## src/rtl/stopwatch_core.sv

```systemverilog
// Stopwatch timekeeping core: IDLE/RUN/PAUSE/DONE control, BCD mm:ss.cc count-up/countdown,
// lap capture and live/lap display select, all outputs registered on the 100 Hz clock.
module stopwatch_core #(
  parameter logic [7:0] MM_MAX = 8'h99
) (
  input  logic       clk_db,
  input  logic       rst,
  input  logic       s0_p,
  input  logic       s1_p,
  input  logic       s2_p,
  input  logic       s3_p,
  input  logic       s4_p,
  input  logic       sw7_lvl,
  output logic [7:0] disp_mm,
  output logic [7:0] disp_ss,
  output logic [7:0] disp_cc,
  output logic       running,
  output logic       done,
  output logic       cd_mode,
  output logic       lap_view,
  output logic       lap_valid
);

  typedef enum logic [1:0] {IDLE, RUN, PAUSE, DONE} state_t;

  state_t     state_reg, state_next;
  logic [7:0] mm_reg, mm_next, ss_reg, ss_next, cc_reg, cc_next;
  logic [7:0] lap_mm_reg, lap_mm_next, lap_ss_reg, lap_ss_next, lap_cc_reg, lap_cc_next;
  logic       lap_valid_reg, lap_valid_next, lap_view_reg, lap_view_next;
  logic       cd_mode_reg, cd_mode_next;
  logic [7:0] disp_mm_reg, disp_ss_reg, disp_cc_reg;
  logic       running_reg, done_reg;
  logic [7:0] step_mm, step_ss, step_cc, cand_mm;
  logic [3:0] tens;
  logic       cd_change, live_zero, show_lap;

  function automatic logic [7:0] bcd_inc(input logic [7:0] v);
    return (v[3:0] == 4'd9) ? {v[7:4] + 4'd1, 4'd0} : {v[7:4], v[3:0] + 4'd1};
  endfunction

  function automatic logic [7:0] bcd_dec(input logic [7:0] v);
    return (v[3:0] == 4'd0) ? {v[7:4] - 4'd1, 4'd9} : {v[7:4], v[3:0] - 4'd1};
  endfunction

  always_comb begin
    state_next     = state_reg;
    mm_next        = mm_reg;
    ss_next        = ss_reg;
    cc_next        = cc_reg;
    lap_mm_next    = lap_mm_reg;
    lap_ss_next    = lap_ss_reg;
    lap_cc_next    = lap_cc_reg;
    lap_valid_next = lap_valid_reg;
    lap_view_next  = lap_view_reg;
    cd_mode_next   = cd_mode_reg;
    step_mm        = mm_reg;
    step_ss        = ss_reg;
    step_cc        = cc_reg;
    tens           = 4'd0;
    cand_mm        = 8'd0;
    show_lap       = 1'b0;
    live_zero      = (mm_reg == 8'h00) && (ss_reg == 8'h00) && (cc_reg == 8'h00);
    cd_change      = (state_reg == IDLE) && (sw7_lvl != cd_mode_reg);

    if (state_reg == IDLE)
      cd_mode_next = sw7_lvl;

    // Only the highest-priority asserted pulse is considered; a mode change in IDLE
    // consumes the cycle so the new mode starts from a cleared count.
    if (s0_p) begin
      state_next     = IDLE;
      mm_next        = 8'h00;
      ss_next        = 8'h00;
      cc_next        = 8'h00;
      lap_mm_next    = 8'h00;
      lap_ss_next    = 8'h00;
      lap_cc_next    = 8'h00;
      lap_valid_next = 1'b0;
      lap_view_next  = 1'b0;
    end else if (cd_change) begin
      mm_next = 8'h00;
      ss_next = 8'h00;
      cc_next = 8'h00;
    end else if (s1_p) begin
      if ((state_reg == IDLE && !(cd_mode_reg && live_zero)) || state_reg == PAUSE)
        state_next = RUN;
    end else if (s2_p) begin
      if (state_reg == RUN)
        state_next = PAUSE;
    end else if (s3_p) begin
      if (!cd_mode_reg && (state_reg == RUN || state_reg == PAUSE)) begin
        lap_mm_next    = mm_reg;
        lap_ss_next    = ss_reg;
        lap_cc_next    = cc_reg;
        lap_valid_next = 1'b1;
      end else if (cd_mode_reg && state_reg == IDLE) begin
        mm_next = (mm_reg == MM_MAX) ? 8'h00 : bcd_inc(mm_reg);
      end
    end else if (s4_p) begin
      if (!cd_mode_reg) begin
        lap_view_next = ~lap_view_reg;
      end else if (state_reg == IDLE) begin
        tens    = (mm_reg[7:4] == 4'd9) ? 4'd0 : mm_reg[7:4] + 4'd1;
        cand_mm = {tens, mm_reg[3:0]};
        mm_next = (cand_mm > MM_MAX) ? MM_MAX : cand_mm;
      end
    end

    // Count only on edges that neither enter nor leave RUN.
    if (state_reg == RUN && state_next == RUN) begin
      if (!cd_mode_reg) begin
        if (cc_reg == 8'h99) begin
          step_cc = 8'h00;
          if (ss_reg == 8'h59) begin
            step_ss = 8'h00;
            step_mm = bcd_inc(mm_reg);
          end else begin
            step_ss = bcd_inc(ss_reg);
          end
        end else begin
          step_cc = bcd_inc(cc_reg);
        end
        if (step_mm == MM_MAX && step_ss == 8'h59 && step_cc == 8'h99)
          state_next = DONE;
      end else begin
        if (cc_reg == 8'h00) begin
          step_cc = 8'h99;
          if (ss_reg == 8'h00) begin
            step_ss = 8'h59;
            step_mm = bcd_dec(mm_reg);
          end else begin
            step_ss = bcd_dec(ss_reg);
          end
        end else begin
          step_cc = bcd_dec(cc_reg);
        end
        if (step_mm == 8'h00 && step_ss == 8'h00 && step_cc == 8'h00)
          state_next = DONE;
      end
      mm_next = step_mm;
      ss_next = step_ss;
      cc_next = step_cc;
    end

    show_lap = lap_view_next & lap_valid_next;
  end

  always_ff @(posedge clk_db or posedge rst) begin
    if (rst) begin
      state_reg     <= IDLE;
      mm_reg        <= 8'h00;
      ss_reg        <= 8'h00;
      cc_reg        <= 8'h00;
      lap_mm_reg    <= 8'h00;
      lap_ss_reg    <= 8'h00;
      lap_cc_reg    <= 8'h00;
      lap_valid_reg <= 1'b0;
      lap_view_reg  <= 1'b0;
      cd_mode_reg   <= 1'b0;
      disp_mm_reg   <= 8'h00;
      disp_ss_reg   <= 8'h00;
      disp_cc_reg   <= 8'h00;
      running_reg   <= 1'b0;
      done_reg      <= 1'b0;
    end else begin
      state_reg     <= state_next;
      mm_reg        <= mm_next;
      ss_reg        <= ss_next;
      cc_reg        <= cc_next;
      lap_mm_reg    <= lap_mm_next;
      lap_ss_reg    <= lap_ss_next;
      lap_cc_reg    <= lap_cc_next;
      lap_valid_reg <= lap_valid_next;
      lap_view_reg  <= lap_view_next;
      cd_mode_reg   <= cd_mode_next;
      disp_mm_reg   <= show_lap ? lap_mm_next : mm_next;
      disp_ss_reg   <= show_lap ? lap_ss_next : ss_next;
      disp_cc_reg   <= show_lap ? lap_cc_next : cc_next;
      running_reg   <= (state_next == RUN);
      done_reg      <= (state_next == DONE);
    end
  end

  assign disp_mm   = disp_mm_reg;
  assign disp_ss   = disp_ss_reg;
  assign disp_cc   = disp_cc_reg;
  assign running   = running_reg;
  assign done      = done_reg;
  assign cd_mode   = cd_mode_reg;
  assign lap_view  = lap_view_reg;
  assign lap_valid = lap_valid_reg;

endmodule
```

## config.mk

```make
export PLATFORM = sky130hd
export DESIGN_NAME = stopwatch_core
export DESIGN_NICKNAME = d
export VERILOG_FILES = /design/src/rtl/stopwatch_core.sv
export SDC_FILE = /design/constraint.sdc
export NUM_CORES = 1
export LEC_CHECK = 0
export CORE_ASPECT_RATIO = 0.6
export CORE_UTILIZATION = 62
export DETAILED_ROUTE_END_ITERATION = 16
export PLACE_DENSITY = 0.83
export SYNTH_ARGS = -nofsm -noshare
export SYNTH_HDL_FRONTEND = slang
export SYNTH_SLANG_ARGS = --single-unit
```

## constraint.sdc

```tcl
create_clock -name clk_db -period 5.7 [get_ports clk_db]
set_input_delay 0.57 -clock clk_db [delete_from_list [all_inputs] [get_ports clk_db]]
set_output_delay 0.57 -clock clk_db [all_outputs]
set_load 0.05 [all_outputs]
```

# After elaboration in Yosys (flattened, before gate mapping)
# Cells that the tools add are included.
# word_totals
in_bits	8
regBits	79
wordCells	167
out_inout_bits	29
# op_classes
n_eq_ne	16
add_sub_neg	12
order_cmp	1
n_mux	95
bitwise_logic	2
reduce_logical	26
# op_table
op	count
2-to-1 mux 8 bit	71
zero test 8 bit	6
== test 8 bit, second input constant	4
adder 4 x 1 -> 4 bit, second input constant	6
subtractor 4 x 1 -> 4 bit, second input constant	6
2-to-1 mux 2 bit	10
== test 4 bit, second input constant	4
== test 8 x 7 -> 1 bit, second input constant	2
2-to-1 mux 1 bit	13
logical AND 1 bit	12
zero test 4 bit	3
> comparator 8 bit, second input constant	1
== test 2 x 1 -> 1 bit, second input constant	3
== test 2 bit, second input constant	2
2-to-1 mux 4 bit	1
zero test 1 bit	2
zero test 2 bit	1
logical OR 1 bit	2
bitwise AND 1 bit	1
inequality test 1 bit	1
NOT 1 bit	1

# Depth between registers and ports, before layout
# depth
word_depth	21
depth_mapped	11
depth_no_buf	9

# Least setup slack after synthesis
# OpenSTA, ideal clock, no wires.
# synth_timing
kind	flip-flop to flip-flop
start	reg state_reg[0]
end	reg disp_mm_reg[1] (netlist: disp_mm[1])
synth_period_minus_slack_ns	2.814
path_slack_ns	2.886
n_path_buf	2
path_stages_with_launch	11
required_ns	5.575
arrival_ns	2.689
setup_ns	0.125
cell_sequence	dfrtp_1 inv_1 ha_1 clkbuf_1 a2111oi_0 nand3b_1 xor2_1 nor2_1 o21ai_0 clkbuf_1 mux2_2
# synth_between
word_cells_on_any_way	44
cone_classes	3 x eq/ne; 32 x mux; 1 x bitwise; 8 x reduce/logical
# synth_rtl
element	line_no	rtl
from (decl)	26	state_t state_reg, state_next;
from (signal assigned)	166	state_reg <= state_next;
zero test 2 bit	63	cd_change = (state_reg == IDLE) && (sw7_lvl != cd_mode_reg);
logical AND 1 bit	63	
2-to-1 mux 1 bit	80	end else if (cd_change) begin
2-to-1 mux 1 bit	70	if (s0_p) begin
via lap_view_next	29	logic lap_valid_reg, lap_valid_next, lap_view_reg, lap_view_next;
bitwise AND 1 bit	145	show_lap = lap_view_next & lap_valid_next;
2-to-1 mux 8 bit	176	disp_mm_reg <= show_lap ? lap_mm_next : mm_next;
to (signal assigned)	176	
to (decl)	31	logic [7:0] disp_mm_reg, disp_ss_reg, disp_cc_reg;
# The timed path passes the listed nets, and every way through them passes these cells.
# A chain may end at the register's enable or synchronous reset.

# Final worst setup path
# layout_timing
start	reg ss_reg[0]
end	reg disp_mm_reg[7] (netlist: disp_mm[7])
# layout_between
elab_chain_len	15
word_cells_on_any_way	25
cone_classes	2 x eq/ne; 15 x mux; 8 x reduce/logical
# layout_lines
element	line_no	rtl
from (decl)	27	logic [7:0] mm_reg, mm_next, ss_reg, ss_next, cc_reg, cc_next;
from (signal assigned)	168	ss_reg <= ss_next;
zero test 8 bit	62, 128	
logical AND 1 bit (2 in series)	62	live_zero = (mm_reg == 8'h00) && (ss_reg == 8'h00) && (cc_reg == 8'h00);
logical AND 1 bit	85	if ((state_reg == IDLE && !(cd_mode_reg && live_zero)) || state_reg == PAUSE)
zero test 1 bit	85	
logical AND 1 bit	85	
logical OR 1 bit	85	
2-to-1 mux 2 bit	85	
2-to-1 mux 2 bit	84	end else if (s1_p) begin
2-to-1 mux 2 bit	80	
2-to-1 mux 2 bit	70	
== test 2 x 1 -> 1 bit	110	if (state_reg == RUN && state_next == RUN) begin
logical AND 1 bit	110	
2-to-1 mux 8 bit (*)	110	
via mm_next[7]	27	
2-to-1 mux 8 bit (*)	176	
# The timed path passes the listed nets; every way through them passes the cells marked *. The select of a mux whose other input is x is not followed.

==> summary.md <==
| Metric | Value |
|---|---|
| Busiest layer in global routing | met1 |
| GR Util met3 | 9.94% |
| RR Endpoint | disp_mm[7] |
| Post-Syn Area | around 5300 um2 |
| Vias after detailed routing | 5040 |
| CP required | 5930 ps |
| Tightest Hold Check Type | reg2reg |
| Total global-route track usage | roughly 36% |
| Initial antenna violation count | 0 |
| Worst Skew | 8.51 ps |
| Final wirelength | roughly 15000 um |
| RSZ-0062 raised after global routing | false |
| Final min period | between 3000 and 4000 ps |
| Detailed Route Iter0 Violations | 639 |
| Reg2reg setup slack | 1870 ps |
| Root Buffer | clkbuf_16 |
| Max_cap viols | 0 |
| First-pass iteration count of the detailed router | 5 |
| Share of flip-flops with an asynchronous set or reset | 100% |
| Hold_buf cts | 0 |
| CP Launch Point | ss_reg[0] |
| Post-CTS Setup Bufs | 0 |
| Startpoint types | flop |
| Slowest CP cell | o21ai_0 |
| Die ar. | 8960 um2 |
| Register-to-Register Path Depth | 10 |
| Unique masters post-synth | 67 |
| Critical path arrival | 4060 ps |
| Core occupancy in the finished layout | 73.8% |
| Share of cells above drive strength 1 | between 9 and 10% |
| Gate Count Post-Synth | ~620 |
| Worst VDD drop | roughly 0.00026 V |
| Hold path start | lap_ss_reg[0] |
| Leakage | about 2.5 nW |
| Core area | a little over 8000 um2 |
| Grt ovf | 0 |
| Layout area overhead | 12.4% |
| Residual DRC | 0 |
| Site Rows | 25 |
| CTS HTree Levels | 3 |
| HPWL Detailed | between 10000 and 15000 um |
| Diode count | 0 |
| Post_cts resized | 0 |
| Sequential area share after synthesis | 37.2% |
| I/O pin count | 37 |
| CTS tree | yes |
| CTS sink cnt | 79 |
| Crit-path max FO | 14 |
| Endpoints failing hold | 0 |
| Final-report max-slew violation count | 0 |
| Clk buf depth | 2 |
| Grt met1 use | roughly 55% |
| Worst Setup End Kind | flop |
| Fmax | around 260 MHz |
| Worst-path clk slew | roughly 60 ps |
| CP Depth | 10 |
| Final setup viols | 0 |
| Vias in the first global route | about 4500 |
| First-pass GRT wire length | about 24000 um |
| Vias per cell | between 6 and 7 |
| Crit-path cells | inv_1 > ha_1 > nor3b_2 > nand3_1 > o21ai_0 > o21ai_0 > buf_4 > o2bb2ai_1 > a221o_1 > mux2_2 |
| PD cells | around 360 nW/um2 |
| EDFF count, synth | 0 |
| Reg-to-reg startpoint | ss_reg[0] |
| Worst Setup EP | disp_mm[7] |
| Most numerous cell on the critical path | o21ai_0 |
| Syn_area_per_cell | 8.53 um2 |
| Chip height | roughly 74 um |
| Number of synthesized register bits | 79 |
| IO buf count | 36 |
| Top_reg_cell synth | dfrtp_1 |
| Initial Util | 65.6% |
| Commonest cells after routing, fill and taps aside | nand2_1, dfrtp_1, a21oi_1 |
| CP Class | reg2reg |
| Crit path buffers/inverters | 2 |
| Post-Route Setup TNS | 0 ps |
| Antenna viol nets, final | 0 |
| Ys Warns | 0 |
| Clock Latency Late Sink | roughly 350 ps |
| Largest net degree at the start of global routing | 80 |
| Global placer's final weighted congestion | 0.987 |
| Mean routed wirelength per cell | 20.7 um |
| Final Cycle Share | approximately 67% |
| Status | finished clean |
| Max-slew headroom | around 15% |
| Die width | ~120 um |
| Met2 Track Usage GR | 50.6% |
| Worst-Margin Slew | approximately 1300 ps |
| Num CTS Buffers | 9 |
| Nets@finish | 654 |
| Most common cell after layout, fill and taps aside | nand2_1 |
| CP max stage delay | roughly 900 ps |
| Synth Net Count | 649 |
| Top delay family on crit path | compound AO/OA/AOI/OAI gates |
==> logic make-up (layout without fill, tap and decap cells) <==
| kind of cell | Yosys count | in the layout | share of synthesized area (%) |
|---|---|---|---|
| mux | 33 | 33 | 7.23 |
| compound gates | 166 | 166 | 20.3 |
| flops | 79 | 79 | 37.2 |
| xor+xnor | 13 | 13 | 2.14 |
| fa+ha+maj | 18 | 18 | 4.24 |
| buf+inv | 69 | 79 | 4.97 |
| simple gates | 245 | 245 | 23.9 |
==> worst reg2reg max path, delay by kind of cell (launching register included) <==
kind                       cells  cell delay, ps
adders and majority gates      1             290
AOI/OAI and AO/OA              4            1580
DFF                            1             640
and+or+nand+nor                2             440
muxes                          1             290
buffers and inverters          2             490
==> stage by stage <==
stage	total power (W)	setup WS, ps	cells	hold slack [ps]	area, um2
finish	0.00214	1870	741	524	5980
CTS	0.00211	1930	741	527	5980
detailed placement	0.00153	1790	725	516	5680
global placement	0.00152	1910	725	505	5680
global route	0.00223	1600	741	552	5980
floorplan	0.00131	2890	623	496	5320
==> where the power goes <==
part / internal, W / leakage [nW] / switching [W] / total (W)
clock: 0.000319 / 0.148 / 0.000259 / 0.000578
sequential: 0.000600 / 1.10 / 0.0000721 / 0.000672
combinational: 0.000310 / 1.27 / 0.000576 / 0.000886
total: 0.00123 / 2.51 / 0.000907 / 0.00214
==> worst min path at each step <==
stage	endpoint	depth (start not counted)	slack (ps)
after floorplan	lap_cc_reg[7]	2	500
after global placement	lap_ss_reg[1]	2	500
after detailed placement	lap_ss_reg[0]	2	520
after CTS	lap_ss_reg[0]	2	530
after global routing	lap_ss_reg[6]	2	550
final	lap_ss_reg[0]	2	520
==> layer usage <==
layer / share of wire [%] / vias to the layer above
met3: 12 / 21
li1: - / 2280
met1: 47 / 2431
met2: 40 / 308
met4: 1.1 / 0
met5: 0 / -
==> layout make-up <==
type | count | area [um2]
timing repair buffer | 43 | 413
multi-input combinational | 475 | 3080
sequential | 79 | 1980
clock inverter | 6 | 57.6
tap | 108 | 135
inverter | 20 | 76.3
fill | 600 | 2130
clock buffer | 10 | 239
==> cells in the mapped netlist (3+ instances only) <==
cell | number | area, um2
nand3b_1 | 9 | 67.6
nor2b_1 | 6 | 37.5
and2_1 | 3 | 18.8
o211ai_1 | 8 | 60.1
mux2i_1 | 8 | 80.1
a211oi_1 | 5 | 37.5
o21ai_0 | 33 | 165
nor3_1 | 12 | 60.1
and4b_1 | 3 | 30.0
a22o_1 | 8 | 70.1
nor2_1 | 46 | 173
nand3_1 | 23 | 115
mux2_2 | 23 | 259
a22oi_1 | 3 | 22.5
dfrtp_1 | 79 | 1980
ha_1 | 18 | 225
nand2_1 | 85 | 319
o21a_1 | 3 | 22.5
xor2_1 | 6 | 52.6
inv_1 | 20 | 75.1
and3b_1 | 3 | 26.3
o32ai_1 | 3 | 26.3
o31ai_1 | 4 | 30.0
o311ai_0 | 4 | 35.0
nor3b_1 | 4 | 30.0
a21oi_1 | 51 | 255
xnor2_1 | 7 | 61.3
clkbuf_1 | 45 | 169
or3b_2 | 3 | 26.3
nand4_1 | 9 | 56.3
nor4_1 | 11 | 68.8
or3_1 | 3 | 18.8
o22ai_1 | 5 | 31.3
buf_2 | 4 | 20.0
or4_1 | 4 | 30.0
and3_1 | 7 | 43.8
a21o_1 | 4 | 30.0
a31oi_1 | 8 | 50.1
No activity file was read; power rests on OpenSTA's default activity.
